===== config.mk =====
export PLATFORM = sky130hd
export DESIGN_NAME = sample_sequencer
export DESIGN_NICKNAME = d
export VERILOG_FILES = /design/src/rtl/sample_seq_pkg.sv /design/src/rtl/sample_sequencer_tick_gen.sv /design/src/rtl/sample_sequencer.sv
export SDC_FILE = /design/constraint.sdc
export NUM_CORES = 1
export LEC_CHECK = 0
export CELL_PAD_IN_SITES_DETAIL_PLACEMENT = 0
export CELL_PAD_IN_SITES_GLOBAL_PLACEMENT = 1
export CORE_AREA = 8 8 100 111
export DETAILED_ROUTE_END_ITERATION = 16
export DIE_AREA = 0 0 108 119
export PLACE_DENSITY_LB_ADDON = 0.1
export RECOVER_POWER = 50
export SKIP_CTS_REPAIR_TIMING = 1
export SLEW_MARGIN = 20
export SYNTH_ARGS = -nofsm -noshare
export SYNTH_HDL_FRONTEND = slang
export SYNTH_HIERARCHICAL = 1
export SYNTH_SLANG_ARGS = --single-unit

===== constraint.sdc =====
create_clock -name sysclk -period 2.6 [get_ports sysclk]
set_input_delay 0.39 -clock sysclk [delete_from_list [all_inputs] [get_ports sysclk]]
set_output_delay 0.39 -clock sysclk [all_outputs]
set_load 0.05 [all_outputs]

===== src/rtl/sample_seq_pkg.sv =====
// Shared types and defaults for the ADC -> ROM -> DAC sample sequencer.
// The state encoding and default timing live here so the divider and the FSM agree.
package sample_seq_pkg;

    localparam int SAMPLE_W = 10;
    localparam int WAIT_W   = 16;

    localparam int TICK_DIV_DEF    = 2500;
    localparam int ROM_LAT_DEF     = 2;
    localparam int DAC_CYCLES_DEF  = 40;
    localparam int ADC_TIMEOUT_DEF = 200;

    typedef enum logic [2:0] {
        IDLE,
        ADC_START,
        ADC_WAIT,
        ROM_WAIT,
        DAC_START,
        DAC_WAIT
    } state_t;

endpackage


===== src/rtl/sample_sequencer_tick_gen.sv =====
// Sample-period divider: emits a one-cycle tick every TICK_DIV sysclk cycles while enabled.
// With enable low the count parks at 0, so re-enabling always starts a full period.
module tick_gen
    import sample_seq_pkg::*;
#(
    parameter int TICK_DIV = TICK_DIV_DEF
) (
    input  logic sysclk,
    input  logic rst,
    input  logic enable,
    output logic tick
);

    localparam int                CNT_W = $clog2(TICK_DIV);
    localparam logic [CNT_W-1:0] LAST  = CNT_W'(TICK_DIV - 1);

    logic [CNT_W-1:0] cnt;

    always_ff @(posedge sysclk) begin
        if (rst) begin
            cnt <= '0;
        end else if (!enable || cnt == LAST) begin
            cnt <= '0;
        end else begin
            cnt <= cnt + 1'b1;
        end
    end

    assign tick = enable && (cnt == LAST);

endmodule


===== src/rtl/sample_sequencer.sv =====
// Runs one ADC capture, ROM lookup and DAC load per sample period, each stage
// starting only after the previous one finishes; flags dropped ticks and ADC timeouts.
module sample_sequencer
    import sample_seq_pkg::*;
#(
    parameter int TICK_DIV    = TICK_DIV_DEF,
    parameter int ROM_LAT     = ROM_LAT_DEF,
    parameter int DAC_CYCLES  = DAC_CYCLES_DEF,
    parameter int ADC_TIMEOUT = ADC_TIMEOUT_DEF
) (
    input  logic                sysclk,
    input  logic                rst,
    input  logic                enable,
    output logic                adc_start,
    input  logic                adc_valid,
    input  logic [SAMPLE_W-1:0] adc_data,
    output logic [SAMPLE_W-1:0] rom_addr,
    input  logic [SAMPLE_W-1:0] rom_data,
    output logic                dac_start,
    output logic [SAMPLE_W-1:0] dac_data,
    output logic                busy,
    output logic                overrun,
    output logic                adc_timeout,
    input  logic                clr_flags,
    output logic [15:0]         sample_cnt
);

    localparam logic [WAIT_W-1:0] ADC_LAST = WAIT_W'(ADC_TIMEOUT - 1);
    localparam logic [WAIT_W-1:0] ROM_LAST = WAIT_W'(ROM_LAT - 1);
    // DAC_START itself is the first of the DAC_CYCLES cycles.
    localparam logic [WAIT_W-1:0] DAC_LAST = WAIT_W'(DAC_CYCLES - 2);

    state_t            state, state_n;
    logic [WAIT_W-1:0] wait_cnt;
    logic              tick;
    logic              capture_adc, capture_rom, set_timeout, sample_done;
    logic              set_overrun;

    tick_gen #(.TICK_DIV(TICK_DIV)) u_tick_gen (
        .sysclk (sysclk),
        .rst    (rst),
        .enable (enable),
        .tick   (tick)
    );

    always_comb begin
        // NOTE: defaults first so every path assigns every signal; no latch is inferred.
        state_n     = state;
        capture_adc = 1'b0;
        capture_rom = 1'b0;
        set_timeout = 1'b0;
        sample_done = 1'b0;
        case (state)
            IDLE:      if (tick) state_n = ADC_START;
            ADC_START: state_n = ADC_WAIT;
            ADC_WAIT: begin
                // A valid sample on the expiry cycle still wins over the timeout.
                if (adc_valid) begin
                    capture_adc = 1'b1;
                    state_n     = ROM_WAIT;
                end else if (wait_cnt == ADC_LAST) begin
                    set_timeout = 1'b1;
                    state_n     = IDLE;
                end
            end
            ROM_WAIT: begin
                if (wait_cnt == ROM_LAST) begin
                    capture_rom = 1'b1;
                    state_n     = DAC_START;
                end
            end
            DAC_START: state_n = DAC_WAIT;
            DAC_WAIT: begin
                if (wait_cnt == DAC_LAST) begin
                    sample_done = 1'b1;
                    state_n     = IDLE;
                end
            end
            default: state_n = IDLE;
        endcase
    end

    assign set_overrun = tick && (state != IDLE);
    // Gate the strobes with rst so a reset never coincides with a start pulse.
    assign adc_start   = (state == ADC_START) && !rst;
    assign dac_start   = (state == DAC_START) && !rst;
    assign busy        = (state != IDLE);

    always_ff @(posedge sysclk) begin
        // NOTE: non-blocking throughout so every register sees pre-edge values.
        if (rst) begin
            state       <= IDLE;
            wait_cnt    <= '0;
            rom_addr    <= '0;
            dac_data    <= '0;
            overrun     <= 1'b0;
            adc_timeout <= 1'b0;
            sample_cnt  <= '0;
        end else begin
            state <= state_n;
            if (state_n != state || state == IDLE) begin
                wait_cnt <= '0;
            end else begin
                wait_cnt <= wait_cnt + 1'b1;
            end
            if (capture_adc) rom_addr <= adc_data;
            if (capture_rom) dac_data <= rom_data;
            overrun     <= set_overrun | (overrun & ~clr_flags);
            adc_timeout <= set_timeout | (adc_timeout & ~clr_flags);
            if (sample_done) sample_cnt <= sample_cnt + 1'b1;
        end
    end

endmodule


# After elaboration in Yosys (flattened, before gate mapping)
# Index checks and enable logic that the tools add are counted.
op_classes:
  n_addsub: 3
  n_eq_ne: 10
  mux: 15
  n_bitwise: 5
  n_reduce_logical: 12
op_table:
  columns: ["op", "n"]
  rows:
  - ["adder 16 x 1 -> 16 bit, second input constant", 2]
  - ["one-hot mux 3 bit (6 select lines)", 1]
  - ["== test 16 x 1 -> 1 bit, second input constant", 1]
  - ["== test 16 x 6 -> 1 bit, second input constant", 1]
  - ["== test 16 x 8 -> 1 bit, second input constant", 1]
  - ["2-to-1 mux 3 bit", 5]
  - ["adder 12 x 1 -> 12 bit, second input constant", 1]
  - ["== test 12 bit, second input constant", 1]
  - ["2-to-1 mux 1 bit", 9]
  - ["== test 3 x 2 -> 1 bit, second input constant", 2]
  - ["== test 3 bit, second input constant", 2]
  - ["logical AND 1 bit", 4]
  - ["OR reduction 2 bit", 2]
  - ["== test 3 x 1 -> 1 bit, second input constant", 1]
  - ["zero test 3 bit", 1]
  - ["inequality test 3 bit", 1]
  - ["nonzero test 3 bit", 1]
  - ["AND 1 bit", 2]
  - ["zero test 1 bit", 2]
  - ["logical OR 1 bit", 2]
  - ["OR 1 bit", 2]
  - ["inverter 1 bit", 1]
totals:
  ff_bits: 69
  input_bits: 25
  out_inout_bits: 41
  wordCells: 53

# Depth between registers and ports, before layout
# Gate-level depths: netlist (run 1).
logic_depth:
  ltp_word: 7
  ltp_mapped: 9

# Modules after synthesis
# The synthesis (run 1) kept the hierarchy.
modules_own_cells:
  columns: ["module", "n_inst", "cells_each", "area_each_um2"]
  rows:
  - ["sample_sequencer", 1, 335, 2836.5]
  - ["tick_gen", 1, 63, 565.5]

# Worst setup path after synthesis (run 1)
# No wires, ideal clock.
synth_path:
  path_kind: "input to output"
  from: "in rst"
  to: "out dac_start"
  t_arrival_ns: 2.410
  required_time_ns: 2.210
  path_slack_ns: -0.200
  cell_stages: 3
  n_path_buf: 2
  path_cell_list: "clkbuf_1 -> buf_1 -> nor4b_1"
synth_between:
  elab_chain_len: 2
synth_rtl:
  columns: ["element", "line_no", "text"]
  rows:
  - ["start, declared", "sample_sequencer.sv:12", "input logic rst,"]
  - ["zero test 1 bit", "sample_sequencer.sv:86", "assign dac_start = (state == DAC_START) && !rst;"]
  - ["logical AND 1 bit", "sample_sequencer.sv:86", null]
  - ["end, declared", "sample_sequencer.sv:19", "output logic dac_start,"]
# Every way passes these cells.

# Worst setup path after layout (run 1)
layout_path:
  from: "reg wait_cnt[13]"
  to: "reg sample_cnt[13]"
layout_between:
  elab_chain_len: 3
layout_rtl:
  columns: ["element", "line_no", "text"]
  rows:
  - ["start, declared", "sample_sequencer.sv:34", "logic [WAIT_W-1:0] wait_cnt;"]
  - ["start signal, assigned", "sample_sequencer.sv:104", "wait_cnt <= wait_cnt + 1'b1;"]
  - ["== test 16 x 6 -> 1 bit", "sample_sequencer.sv:74", "if (wait_cnt == DAC_LAST) begin"]
  - ["2-to-1 mux 1 bit", "sample_sequencer.sv:74", null]
  - ["2-to-1 mux 1 bit", "sample_sequencer.sv:53", "case (state)"]
  - ["end signal, assigned", "sample_sequencer.sv:110", "if (sample_done) sample_cnt <= sample_cnt + 1'b1;"]
  - ["end, declared", "sample_sequencer.sv:25", "output logic [15:0] sample_cnt"]
# Every way passes these cells.
# A chain may end at the register's enable or synchronous reset.

==> results of run 1 <==
registers in the layout, indices dropped and copies added (netlist names):
register and flops:
dac_data 10, adc_timeout 1, wait_cnt 16, sample_cnt 16, u_tick_gen/cnt 12, state 3
overrun 1, rom_addr 10
area by class of cell:
cell class | count | area share (%)
sequential | 69 | 31.7
clock buffer | 11 | 3.48
clock inverter | 5 | 1.87
inverter | 11 | 0.949
multi-input combinational | 292 | 42.2
timing repair buffer | 75 | 16.4
tap | 117 | 3.36
metal layers:
metal | vias up | routed length [µm] | GRT usage [%]
met5 | - | 0 | 0
met4 | 0 | 123 | 6.26
met3 | 10 | 548 | 3.78
met2 | 68 | 4440 | 23.1
met1 | 1537 | 4020 | 17.7
li1 | 1617 | - | -
synth_stat cells, types with 2 or more instances:
| master | instances |
|---|---|
| a21oi_1 | 45 |
| nor4_1 | 4 |
| or4_1 | 20 |
| nor3b_1 | 2 |
| inv_1 | 11 |
| xnor2_1 | 3 |
| nand4_1 | 17 |
| nor3_1 | 4 |
| o31ai_1 | 16 |
| and4_1 | 3 |
| o22ai_1 | 2 |
| nand2_1 | 37 |
| nand2b_1 | 3 |
| dfxtp_1 | 69 |
| xor2_1 | 10 |
| buf_1 | 2 |
| a221oi_1 | 5 |
| nand3_1 | 26 |
| and2_1 | 5 |
| a211oi_1 | 6 |
| nor2_1 | 12 |
| a2111oi_0 | 5 |
| nand3_2 | 2 |
| or3_1 | 11 |
| o21ai_0 | 20 |
| buf_2 | 5 |
| nor2b_1 | 5 |
| and3_1 | 4 |
| nor4_4 | 3 |
| clkbuf_1 | 17 |
| ha_1 | 5 |
| mux2_2 | 2 |
where the power goes:
part / internal [mW] / total [mW] / switching (mW)
registers: 1.06 / 1.06 / 0.00171
clock network: 0.594 / 1.02 / 0.431
logic: 0.0356 / 0.0585 / 0.0229
worst max path at each step:
| stage | slack, ns | cells after the start | start | to |
|---|---|---|---|---|
| 3_5_place_dp | 0.31 | 7 | u_tick_gen/cnt[3] | wait_cnt[1] |
| 6_report | 0.21 | 4 | wait_cnt[13] | sample_cnt[13] |
| 4_1_cts | 0.24 | 2 | state[1] | busy |
| 5_1_grt | 0.04 | 8 | u_tick_gen/cnt[0] | wait_cnt[1] |
| 2_1_floorplan | 0.33 | 3 | rst | adc_start |
| 3_3_place_gp | 0.31 | 7 | u_tick_gen/cnt[3] | wait_cnt[3] |
cell usage in the layout (no fill, tap or decap), types with 6 or more instances in the layout:
cell type	synthesis	routed
nand2_1	37	37
nand3_1	26	26
dlygate4sd3_1	0	25
buf_4	1	11
a21oi_1	45	45
or4_1	20	20
nor2_1	12	12
o21ai_0	20	20
or3_1	11	11
a211oi_1	6	6
inv_1	11	11
nand4_1	17	17
xor2_1	10	10
o31ai_1	16	16
dfxtp_1	69	69
clkdlybuf4s50_1	0	37
clkbuf_8	0	11
cells by family after synthesis:
| kind of cell | synth area share, % |
|---|---|
| simple gates | 28.2 |
| compound gates | 20.4 |
| flops | 40.6 |
| buf+inv | 4.60 |
| xor+xnor | 3.35 |
| fa+ha+maj | 1.84 |
| mux | 0.993 |
per-stage QoR:
| step | area, µm² | hold slack [ns] |
|---|---|---|
| 4_1_cts | 4390 | 0.462 |
| 3_5_place_dp | 4160 | 0.450 |
| 6_report | 4350 | 0.453 |
| 2_1_floorplan | 3410 | 0.441 |
| 5_1_grt | 4350 | 0.477 |
| 3_3_place_gp | 4160 | 0.442 |
worst register-to-register path, cell delays in order (launching register included):
cell and delay, ns:
dfxtp_1 0.35, nor4_1 0.69, nand4_1 0.43, nor4_1 0.45, mux2_1 0.35
==> run_results.csv, run 1 <==
group,metric,value,unit
worst_hold_path,hp-class,"flip-flop to flip-flop",
sta,fmax,418,MHz
worst_hold_path,hold_start,"rom_addr[4]",
cells_and_area,drive_above_1_share,8.21,%
critical_path,critPathMostFrequentCell,"nor4_1",
global_route,grt_max_degree,29,
synth,yosys_warnings,6,
sta,slew_violations,0,
sta,fin_crit,2.39,ns
synth,netlist_area,0.00340,mm²
clock_tree,clock_sinks,69,
synth,avgSynthCellArea,8.55,µm²
critical_path,reg2regPathDepth,4,
routing,dr.first_iter.drc_count,154,
placement,gp_congestion,0.750,
power,power.density,492,mW/mm²
cells_and_area,multi_input_area,0.00184,mm²
cells_and_area,regArea,0.00138,mm²
critical_path,slowest_stage,"nor4_1",
clock_tree,cts_tree,"yes",
routing,firstDrtPassIters,5,
critical_path,critical_path_class,"flip-flop to flip-flop",
synth,synth-async-reset-ratio,0,%
sta,setup_ws,0.210,ns
sta,finalCritPeriodShare,91.9,%
floorplan,ios,66,
power,p_leak,1.44,nW
sta,rsz0062_at_grt,"false",
synth,synth_area_leaders,"dfxtp_1 (41%), a21oi_1 (6.6%), or4_1 (4.4%)",
placement,hpwl,6510,µm
routing,viasPerCell,5.57,
critical_path,r2r_slack,0.21,ns
floorplan,die_h,119,µm
global_route,antenna_found_initial,0,
floorplan,core_area,0.00921,mm²
cells_and_area,nets,488,
sta,hold_violations,0,
flow_run,maxCapViolations,0,
critical_path,cp_data_arrival_time,2.62,ns
synth,synth-edff-count,0,
synth,synthFlopType,"dfxtp_1",
cells_and_area,antenna_cells,0,
worst_hold_path,min_to,"rom_addr[4]",
power,power,2.14,mW
sta,tns,0,ns
clock_tree,htreeDepth,3,
global_route,grt_first_pass_wirelength,15300,µm
cells_and_area,synthToLayoutAreaGrowth,27.9,%
synth,yosys.area.top_type,"dfxtp_1",
floorplan,die_w,108,µm
synth,seq_area_frac_synth,40.6,%
synth,synthCells,398,
routing,routedWlPerCell,15.8,µm
synth,syn-num-nets,428,
critical_path,setup.worst_path.start_class,"flip-flop",
critical_path,path_cells,"nor4_1 -> nand4_1 -> nor4_1 -> mux2_1",
routing,postRouteAntennaNets,0,
sta,finalSetupViolations,0,
clock_tree,numCtsBuffers,9,
critical_path,worstSetupEndpointType,"flip-flop",
run_status,status,"finished, final reports clean",
critical_path,rr_startpoint,"wait_cnt[13]",
worst_hold_path,whs_path_depth,2,
power,peakVddDrop,0.190,mV
sta,timing.slew.headroom,26.4,%
global_route,grt_overflow_total,0,
critical_path,critical_path_required,2.83,ns
placement,post-place-ws,0.307,ns
synth,yosysTopAreaCellShare,40.6,%
global_route,grt_pass1_vias,3081,
clock_tree,cts.path.max_buffers,2,
cells_and_area,fillers,882,
clock_tree,clk_pin_slew,0.08,ns
critical_path,cp_num_buf_inv,0,
synth,synth.distinct_cells,49,
routing,vias,3232,
floorplan,fp-row-count,37,
cells_and_area,instances_no_fill,580,
floorplan,initial_core_util,36.9,%
critical_path,critPathTopFamily,"simple AND/OR/NAND/NOR gates",
routing,wirelength,9140,µm
sta,fin_skew,0.0130,ns
critical_path,slowest_delay,0.69,ns
clock_tree,cts-root-buf,"clkbuf_8",
global_route,grt_use_total,14.5,%
placement,io_buffers,65,
clock_tree,clkLatencyLatePin,0.35,ns
routing,route.detailed.drc,0,
synth,synth_seq_cells,69,
floorplan,dieArea,0.0129,mm²
critical_path,worstPathMaxFanout,7,
placement,dpl.cell_count,564,
cells_and_area,post-route-util,47.2,%
sta,worst_pin_slew,1.09,ns
critical_path,timing.rr.end,"sample_cnt[13]",
Power figures use the tool's default switching activity.
==> run 2, diff against run 1 <==
RECOVER_POWER = default   (was 50)
==> run_results.csv, run 2 (same netlist as run 1, synthesis figures left out) <==
group,metric,value,unit
clock_tree,cts.path.max_buffers,2,
placement,io_buffers,65,
routing,postRouteAntennaNets,0,
run_status,status,"finished, final reports clean",
routing,wirelength,9180,µm
critical_path,slowest_stage,"clkdlybuf4s50_1",
sta,setup_ws,0.253,ns
cells_and_area,fillers,882,
global_route,grt_pass1_vias,3081,
worst_hold_path,hold_start,"rom_addr[0]",
critical_path,rr_startpoint,"u_tick_gen/cnt[3]",
sta,fmax,426,MHz
worst_hold_path,whs_path_depth,2,
critical_path,reg2regPathDepth,7,
sta,rsz0062_at_grt,"false",
worst_hold_path,min_to,"rom_addr[0]",
critical_path,critical_path_required,2.21,ns
placement,dpl-instance-area,0.00416,mm²
critical_path,path_cells,"or3_1 -> clkdlybuf4s50_1",
floorplan,fp-row-count,37,
routing,viasPerCell,5.57,
floorplan,dieArea,0.0129,mm²
power,p_leak,1.38,nW
critical_path,r2r_slack,0.25,ns
cells_and_area,top_regs,"sample_cnt x16, wait_cnt x16, u_tick_gen/cnt x12",
critical_path,setup.worst_path.start_class,"flip-flop",
placement,hpwl,6510,µm
placement,gp_congestion,0.750,
clock_tree,cts-root-buf,"clkbuf_8",
sta,fin_skew,0.0120,ns
flow_run,maxCapViolations,0,
sta,timing.slew.headroom,54.9,%
sta,finalSetupViolations,0,
global_route,grt_use_total,14.5,%
cells_and_area,post-route-util,47.6,%
cells_and_area,mostFrequentLayoutCell,"dfxtp_1",
floorplan,ios,66,
critical_path,critical_path_class,"flip-flop to output pin",
global_route,grt_max_degree,29,
clock_tree,clkLatencyLatePin,0.36,ns
cells_and_area,synthToLayoutAreaGrowth,29.0,%
routing,vias,3233,
critical_path,worstPathMaxFanout,12,
clock_tree,clock_sinks,69,
placement,dpl.cell_count,564,
routing,dr.first_iter.drc_count,147,
floorplan,die_w,108,µm
routing,route.detailed.drc,0,
cells_and_area,nets,488,
global_route,antenna_found_initial,0,
cells_and_area,instances_no_fill,580,
clock_tree,cts_tree,"yes",
critical_path,cp_data_arrival_time,1.96,ns
cells_and_area,finalInstanceArea,0.00439,mm²
sta,slew_violations,0,
sta,finalCritPeriodShare,90.3,%
cells_and_area,final_cell_mix,"dfxtp_1 (69), clkdlybuf4s50_1 (62), a21oi_1 (45), nand2_1 (37), nand3_1 (26)",
cells_and_area,antenna_cells,0,
sta,tns,0,ns
clock_tree,htreeDepth,3,
cells_and_area,drive_above_1_share,8.86,%
floorplan,core_area,0.00921,mm²
critical_path,slowest_delay,0.83,ns
routing,firstDrtPassIters,5,
floorplan,die_h,119,µm
placement,post-place-ws,0.307,ns
clock_tree,clk_pin_slew,0.08,ns
power,peakVddDrop,0.191,mV
power,power.density,491,mW/mm²
sta,hold_violations,0,
floorplan,initial_core_util,36.9,%
sta,fin_crit,2.35,ns
critical_path,worstSetupEndpointType,"output pin",
critical_path,timing.rr.end,"wait_cnt[1]",
sta,worst_pin_slew,0.674,ns
worst_hold_path,hp-class,"flip-flop to flip-flop",
clock_tree,numCtsBuffers,9,
routing,routedWlPerCell,15.8,µm
global_route,grt_overflow_total,0,
global_route,grt_first_pass_wirelength,15300,µm
run 2: report_power, final:
group	total (mW)	internal [mW]	switching [mW]	leakage, nW
sequential	1.06	1.06	0.00171	0.556
combinational	0.0596	0.0362	0.0234	0.705
clock	1.03	0.594	0.440	0.116
total	2.15	1.69	0.465	1.38
run 2: through the flow:
step | hold WS, ns | total power [mW]
after floorplan | 0.441 | 1.10
after global placement | 0.442 | 1.14
after detailed placement | 0.450 | 1.14
after CTS | 0.462 | 2.17
after global routing | 0.480 | 2.22
final | 0.458 | 2.15
run 2: worst max-delay path by stage:
stage	startpoint	to	slack [ns]
2_1_floorplan	rst	adc_start	0.33
3_3_place_gp	u_tick_gen/cnt[3]	wait_cnt[3]	0.31
3_5_place_dp	u_tick_gen/cnt[3]	wait_cnt[1]	0.31
4_1_cts	state[1]	busy	0.24
5_1_grt	u_tick_gen/cnt[0]	wait_cnt[1]	0.005
6_report	state[1]	busy	0.25
run 2: per-layer routing:
layer | wire, µm | share of wire [%] | vias up | global-route usage (%)
met5 | 0 | 0 | - | 0
met4 | 148 | 1.6 | 0 | 6.26
met3 | 524 | 5.7 | 10 | 3.78
met2 | 4390 | 48 | 73 | 23.1
met1 | 4120 | 45 | 1535 | 17.7
li1 | - | - | 1615 | -
run 2: critical path, delay by kind of cell, from the launching register on:
family                 cells  cell delay (ns)
buffers and inverters      1             0.83
flip-flops                 1             0.58
AND/OR/NAND/NOR            1             0.19
run 2: layout make-up:
cell class              instances  area, µm²  area share (%)
flip-flops and latches         69       1380            31.5
inverters                      11       41.3           0.941
well taps                     117        146            3.34
multi-input cells             292       1870            42.6
repair buffers                 75        716            16.3
clock inverters                 5       81.3            1.85
clock buffers                  11        151            3.45
